File: src/rtl/bist_pkg.sv
// Shared types and constants for the multi-chain logic BIST controller.
// Holds the FSM state enum, LFSR/MISR mode and the per-width tap table.
package bist_pkg;

  typedef enum logic [2:0] {
    IDLE,
    SEED,
    SHIFT,
    CAPTURE,
    UNLOAD,
    COMPARE,
    DONE
  } bist_state_e;

  typedef enum logic {
    PRPG,
    MISR
  } lfsr_mode_e;

  localparam int          DEF_SIG_W = 16;
  localparam logic [15:0] DEF_SEED  = 16'hACE1;

  // Fibonacci feedback taps, bit k set = x^(k+1) term.
  // Left shift, feedback enters bit 0.
  function automatic logic [31:0] tap_mask(input int w);
    case (w)
      4:       tap_mask = 32'h0000_000C;
      5:       tap_mask = 32'h0000_0014;
      6:       tap_mask = 32'h0000_0030;
      7:       tap_mask = 32'h0000_0060;
      8:       tap_mask = 32'h0000_00B8;
      9:       tap_mask = 32'h0000_0110;
      10:      tap_mask = 32'h0000_0240;
      11:      tap_mask = 32'h0000_0500;
      12:      tap_mask = 32'h0000_0829;
      13:      tap_mask = 32'h0000_100D;
      14:      tap_mask = 32'h0000_2015;
      15:      tap_mask = 32'h0000_6000;
      16:      tap_mask = 32'h0000_D008;
      32:      tap_mask = 32'h8020_0003;
      default: tap_mask = 32'h0000_0000;
    endcase
  endfunction

endpackage

File: src/rtl/bist_lfsr_misr.sv
// Shared shift register core: PRPG (free LFSR) or MISR (LFSR ^ data).
// Ports: clk, i_load/i_load_val, i_en, i_data (MISR only), o_state.
module bist_lfsr_misr
  import bist_pkg::*;
#(
  parameter int         SIG_W = DEF_SIG_W,
  parameter lfsr_mode_e MODE  = PRPG,
  parameter int         IN_W  = 1,
  parameter int         OUT_W = SIG_W
) (
  input  logic             clk,
  input  logic             i_load,
  input  logic [SIG_W-1:0] i_load_val,
  input  logic             i_en,
  input  logic [IN_W-1:0]  i_data,
  output logic [OUT_W-1:0] o_state
);

  localparam logic [SIG_W-1:0] TAPS =
    SIG_W'(tap_mask(SIG_W));
  localparam logic [SIG_W-1:0] DMASK =
    (MODE == MISR) ? '1 : '0;

  logic [SIG_W-1:0] r_state;
  logic [SIG_W-1:0] w_shift;
  logic [SIG_W-1:0] w_next;

  assign w_shift = {r_state[SIG_W-2:0],
                    ^(r_state & TAPS)};
  assign w_next  = w_shift ^ (SIG_W'(i_data) & DMASK);

  always_ff @(posedge clk) begin
    if (i_load)
      r_state <= i_load_val;
    else if (i_en)
      r_state <= w_next;
  end

  assign o_state = r_state[OUT_W-1:0];

endmodule

File: src/rtl/multi_chain_bist_controller.sv
// Multi-chain scan BIST: PRPG loads, capture, MISR compaction, compare.
// Ports: clk, rst (sync, low), bistmode, bist_learn, cut_sdo/sdi/scanmode, status.
module multi_chain_bist_controller
  import bist_pkg::*;
#(
  parameter int               NUM_CHAINS   = 4,
  parameter int               CHAIN_LEN    = 229,
  parameter int               NUM_PATTERNS = 2000,
  parameter int               SIG_W        = DEF_SIG_W,
  parameter logic [SIG_W-1:0] LFSR_SEED    = SIG_W'(DEF_SEED),
  parameter logic [SIG_W-1:0] GOLDEN_SIG   = '0
) (
  input  logic                  clk,
  input  logic                  rst,
  input  logic                  bistmode,
  input  logic                  bist_learn,
  input  logic [NUM_CHAINS-1:0] cut_sdo,
  output logic                  cut_scanmode,
  output logic [NUM_CHAINS-1:0] cut_sdi,
  output logic                  bist_busy,
  output logic                  bistdone,
  output logic                  bistpass,
  output logic [SIG_W-1:0]      bist_signature
);

  localparam int SH_W = $clog2(CHAIN_LEN);
  localparam int PC_W = $clog2(NUM_PATTERNS + 1);
  localparam logic [SH_W-1:0] SH_LAST =
    SH_W'(CHAIN_LEN - 1);
  localparam logic [PC_W-1:0] PC_LAST =
    PC_W'(NUM_PATTERNS - 1);

  bist_state_e r_state;
  bist_state_e w_next;

  logic [SH_W-1:0]       r_shcnt;
  logic [PC_W-1:0]       r_patcnt;
  logic                  r_learn;
  logic                  r_pass;
  logic [SIG_W-1:0]      r_golden;
  logic [NUM_CHAINS-1:0] w_lfsr;
  logic [SIG_W-1:0]      w_misr;
  logic                  w_init;
  logic                  w_sh_last;
  logic                  w_misr_en;

  assign w_init    = !rst || (r_state == SEED);
  assign w_sh_last = (r_shcnt == SH_LAST);
  // First load shifts out unknown chain state.
  assign w_misr_en = (r_state == UNLOAD) ||
                     ((r_state == SHIFT) &&
                      (r_patcnt != '0));

  bist_lfsr_misr #(
    .SIG_W (SIG_W),
    .MODE  (PRPG),
    .IN_W  (1),
    .OUT_W (NUM_CHAINS)
  ) u_prpg (
    .clk        (clk),
    .i_load     (w_init),
    .i_load_val (LFSR_SEED),
    .i_en       (r_state == SHIFT),
    .i_data     (1'b0),
    .o_state    (w_lfsr)
  );

  bist_lfsr_misr #(
    .SIG_W (SIG_W),
    .MODE  (MISR),
    .IN_W  (NUM_CHAINS),
    .OUT_W (SIG_W)
  ) u_misr (
    .clk        (clk),
    .i_load     (w_init),
    .i_load_val ('0),
    .i_en       (w_misr_en),
    .i_data     (cut_sdo),
    .o_state    (w_misr)
  );

  always_ff @(posedge clk) begin
    if (!rst)
      r_state <= IDLE;
    else
      r_state <= w_next;
  end

  always_comb begin
    w_next       = r_state;
    cut_scanmode = 1'b0;
    bist_busy    = 1'b1;
    bistdone     = 1'b0;
    unique case (r_state)
      IDLE: begin
        bist_busy = 1'b0;
        if (bistmode)
          w_next = SEED;
      end
      SEED:
        w_next = SHIFT;
      SHIFT: begin
        cut_scanmode = 1'b1;
        if (w_sh_last)
          w_next = CAPTURE;
      end
      CAPTURE:
        w_next = (r_patcnt == PC_LAST) ?
                 UNLOAD : SHIFT;
      UNLOAD: begin
        cut_scanmode = 1'b1;
        if (w_sh_last)
          w_next = COMPARE;
      end
      COMPARE:
        w_next = DONE;
      DONE: begin
        bist_busy = 1'b0;
        bistdone  = 1'b1;
        if (!bistmode)
          w_next = IDLE;
      end
      default:
        w_next = IDLE;
    endcase
    if (bist_busy && !bistmode)
      w_next = IDLE;
  end

  always_ff @(posedge clk) begin
    if (!rst) begin
      r_shcnt  <= '0;
      r_patcnt <= '0;
      r_learn  <= 1'b0;
      r_pass   <= 1'b0;
      r_golden <= GOLDEN_SIG;
    end else begin
      if ((r_state == IDLE) && bistmode)
        r_learn <= bist_learn;
      if (r_state == SEED) begin
        r_shcnt  <= '0;
        r_patcnt <= '0;
        r_pass   <= 1'b0;
      end
      if ((r_state == SHIFT) ||
          (r_state == UNLOAD))
        r_shcnt <= w_sh_last ? '0 :
                   r_shcnt + 1'b1;
      if (r_state == CAPTURE)
        r_patcnt <= r_patcnt + 1'b1;
      // An abort in COMPARE leaves golden alone.
      if ((r_state == COMPARE) && bistmode) begin
        if (r_learn) begin
          r_golden <= w_misr;
          r_pass   <= 1'b1;
        end else begin
          r_pass <= (w_misr == r_golden);
        end
      end
    end
  end

  assign cut_sdi = (r_state == SHIFT) ?
                   w_lfsr : '0;
  assign bistpass       = bistdone & r_pass;
  assign bist_signature = bistdone ? w_misr : '0;

endmodule

File: config.mk
export PLATFORM = sky130hd
export DESIGN_NAME = multi_chain_bist_controller
export DESIGN_NICKNAME = d
export VERILOG_FILES = /design/src/rtl/bist_pkg.sv /design/src/rtl/bist_lfsr_misr.sv /design/src/rtl/multi_chain_bist_controller.sv
export SDC_FILE = /design/constraint.sdc
export NUM_CORES = 1
export LEC_CHECK = 0
export ABC_AREA = 0
export BUFFER_PORTS_ARGS = -buffer_cell sky130_fd_sc_hd__buf_2
export CAP_MARGIN = 20
export CORE_UTILIZATION = 55
export DETAILED_ROUTE_END_ITERATION = 10
export HOLD_SLACK_MARGIN = 0.15
export PLACE_DENSITY = 0.86
export SYNTH_ARGS = -nofsm -noshare
export SYNTH_HDL_FRONTEND = slang
export SYNTH_SLANG_ARGS = --single-unit
export TNS_END_PERCENT = 50
File: constraint.sdc
create_clock -name clk -period 2.05 [get_ports clk]
set_clock_uncertainty 0.15 [all_clocks]
set_input_delay 0.1025 -clock clk [delete_from_list [all_inputs] [get_ports clk]]
set_output_delay 0.1025 -clock clk [all_outputs]
set_load 0.01 [all_outputs]
==> metrics.txt <==
# rows 28; per-instance average area after synthesis 8.49 um2; Async S/R FF share, synth 0%; maximum number of pins on one net before global-route repair 32; clock sink total 72; post-synthesis sequential area ratio 41.6%; number of detailed-route iterations in the first pass 5; outcome complete, no violations; worst-case vdd ir drop 0.371 mV; CP Launch Type flop; number of H-tree levels 3; buffers inserted by post-CTS timing repair 0; Die W 81.4 um; commonest register cell after synthesis sky130_fd_sc_hd__dfxtp_1; Sw Pwr 0.000654 W; post-layout instance area 0.00396 mm2; DRC 0; area of placed instances 0.00365 mm2; number of DRC markers after the initial detailed-route iteration 178; count of fill cells added during filler insertion 448; multi-input gate area in the final layout 0.00182 mm2; worst-case clock buffer depth 2; Worst Path Class, Setup flop to flop; share of power burned in registers 50.6%; crit end category flop; master cell of the clock root buffer sky130_fd_sc_hd__clkbuf_8; period utilisation layout 95.7%; multiplexer fraction of the synthesized cell area 4.91%; number of flops mapped to enable cells by yosys 0; Cells after Synth 408; startpoint of the lowest-slack register-to-register path r_state[0]; Post-Synthesis Cell Area 0.00347 mm2; max-slew violations 0; upper clock frequency limit 0.510 GHz; gpl congestion 0.849; antenna cells 0; top-level port count 32; Die Outline Area 0.00662 mm2; final wirelength 7560 um; hold path start u_prpg.r_state[11]; setup violators final 0; number of buffers created by CTS 9; launching instance or port of the critical path r_state[0]; clock share of power 44.4%; post-synthesis compound-gate area fraction 11.4%; total core area 0.00599 mm2; clock insertion delay at the later pin of the skew report 0.36 ns; number of nets in the synthesized netlist 420; vias in the first global route 2,776; combinational cell fraction of total power 5.0%; Max Cap Viol 0; min cycle time layout 1.96 ns; number of flip-flops and latches in the synthesized netlist 72; final-report hold violation count 0; share of layout cells above drive strength 1 14.6%; detailed placement HPWL 4960 um; setup repair after global routing missed its margin true; worst hold path class flop to flop; post-synth top area cell sky130_fd_sc_hd__dfxtp_1; switching power share of the total 23.3%; Die Ht 81.4 um; power density relative to cell area 708 mW/mm2; leading cell types by total area after synthesis sky130_fd_sc_hd__dfxtp_1 (42%), sky130_fd_sc_hd__xor2_1 (6.1%), sky130_fd_sc_hd__a21oi_1 (5.2%); WL/cell 14.3 um; number of warnings printed during yosys synthesis 0; synthesized-area fraction occupied by xor and xnor cells 9.46%; Routed Antenna Nets 0; fin nets 459; global-route wire length before repair 12,700 um; total number of vias 3,017; smallest setup slack after layout 0.0890 ns; Starting Density 57.9%; Global Route Usage Sum 25.6%; dominant combinational cell family by area after synthesis simple AND/OR/NAND/NOR gates; fraction of synthesized cell area taken by the top area cell type 41.6%; required time worst endpoint 2.14 ns; Int Pwr 0.00215 W; detail-routed via count per cell 5.72; number of input and output port buffers inserted 31; clock transition at the register clock pins on the worst setup and hold paths after CTS 0.08 ns; Slew headroom 57.7%; GR Overflow Total 0; dpl ws 0.231 ns; CTS tree yes; transition time at the pin with the least slew margin 0.635 ns; adder-cell share of the synthesized area 1.44%; number of unique standard cell types used by synthesis 45; Static Leakage 1.77 nW; number of antenna violations at the first check in global routing 0; share of synthesized cell area in and, or, nand and nor gates 25.1%; data arrival time of the worst path 2.05 ns; crit path max fanout 9; Sequential cell area 0.00144 mm2; area grow syn2layout 14.3%
layer usage:
layer,global-route usage [%],vias to the layer above,wire length (um)
met4,14.6,0,183
met1,30.5,1412,3200
met2,42.8,114,3760
met3,5.06,17,420
met5,0,-,0
li1,-,1474,-
cells in the mapped netlist, drive strengths merged, types with 3 or more instances:
| library cell | n |
|---|---|
| nand2 | 40 |
| o211ai | 3 |
| nor3 | 20 |
| ha | 4 |
| clkbuf | 6 |
| nor4 | 7 |
| nand4 | 4 |
| nor2 | 34 |
| xor2 | 25 |
| inv | 14 |
| nor4b | 4 |
| xnor2 | 9 |
| nand3 | 26 |
| and2 | 19 |
| buf | 17 |
| and3 | 4 |
| dfxtp | 72 |
| a21oi | 36 |
| o21ai | 20 |
| mux2i | 17 |
| nand2b | 3 |
cell type report:
| class | count | share of cell area [%] |
|---|---|---|
| clock inverters | 6 | 2.37 |
| clock buffers | 10 | 3.22 |
| inverters | 15 | 1.45 |
| well taps | 75 | 2.37 |
| repair buffers | 51 | 8.21 |
| multi-input cells | 298 | 46.0 |
| flip-flops and latches | 72 | 36.4 |
final timing paths:
path                   endpoint  slack (ns)  depth (start not counted)
min          u_prpg.r_state[12]        0.31                          2
min reg2reg  u_prpg.r_state[12]        0.31                          2
max                     r_learn        0.09                          5
max reg2reg             r_learn        0.09                          5
worst max-delay path, cell delays in order, from the launching register on:
cell and delay [ns]:
sky130_fd_sc_hd__dfxtp_1 0.40, sky130_fd_sc_hd__nor4b_1 0.49, sky130_fd_sc_hd__nor2_1 0.10, sky130_fd_sc_hd__a21oi_1 0.12, sky130_fd_sc_hd__dlygate4sd3_1 0.55, sky130_fd_sc_hd__nor2_1 0.04
per-stage QoR:
| step | power, W | hold WS (ns) | utilization [%] | setup TNS (ns) | instances |
|---|---|---|---|---|---|
| after floorplan | 0.00154 | 0.0911 | - | 0 | 408 |
| after global placement | 0.00157 | 0.178 | 61.0 | 0 | 503 |
| after detailed placement | 0.00158 | 0.220 | 61.0 | 0 | 503 |
| after CTS | 0.00282 | 0.307 | 66.0 | 0 | 527 |
| after global routing | 0.00290 | 0.329 | 66.1 | -0.0265 | 527 |
| final | 0.00281 | 0.305 | 66.1 | 0 | 527 |
logic make-up after synthesis:
kind of cell,count (synthesis)
mux,17
fa+ha+maj,4
compound gates,70
xor+xnor,35
simple gates,172
buf+inv,38
flops,72
cell usage in the layout, fill, tap and decap left out, types with 3 or more instances in the layout:
master and instances:
sky130_fd_sc_hd__dfxtp_1 71, sky130_fd_sc_hd__nand2_1 40, sky130_fd_sc_hd__a21oi_1 36, sky130_fd_sc_hd__nor2_1 34
sky130_fd_sc_hd__buf_2 31, sky130_fd_sc_hd__nand3_1 26, sky130_fd_sc_hd__xor2_1 24, sky130_fd_sc_hd__and2_1 19
sky130_fd_sc_hd__nor3_1 19, sky130_fd_sc_hd__mux2i_1 17, sky130_fd_sc_hd__o21ai_0 17, sky130_fd_sc_hd__inv_1 14
sky130_fd_sc_hd__buf_4 12, sky130_fd_sc_hd__xnor2_1 9, sky130_fd_sc_hd__clkbuf_8 9, sky130_fd_sc_hd__dlygate4sd3_1 8
sky130_fd_sc_hd__nor4_1 7, sky130_fd_sc_hd__nand4_1 4, sky130_fd_sc_hd__and3_1 4, sky130_fd_sc_hd__ha_1 4
sky130_fd_sc_hd__nand2b_1 3, sky130_fd_sc_hd__nor4b_1 3, sky130_fd_sc_hd__o211ai_1 3, sky130_fd_sc_hd__clkinv_4 3
power by group through the flow:
stage	combinational (W)	clock (W)	sequential, W
2_1_floorplan	0.0000978	0	0.00145
3_3_place_gp	0.000122	0	0.00145
3_5_place_dp	0.000124	0	0.00145
4_1_cts	0.000139	0.00126	0.00142
5_1_grt	0.000157	0.00132	0.00142
6_report	0.000141	0.00124	0.00142
flip-flops by register name, indices dropped and copies added (netlist names):
register,flops
r_golden,16
r_pass,1
u_misr.o_state,16
r_shcnt,8
r_patcnt,11
u_prpg.r_state,16
r_learn,1
r_state,3
repair_timing:
item,CTS,global route
resized for setup,0,2
endpoints found under the setup margin,0,6
endpoints found under the hold margin,18,0
hold buffers,8,0
Power figures use the tool's default switching activity.
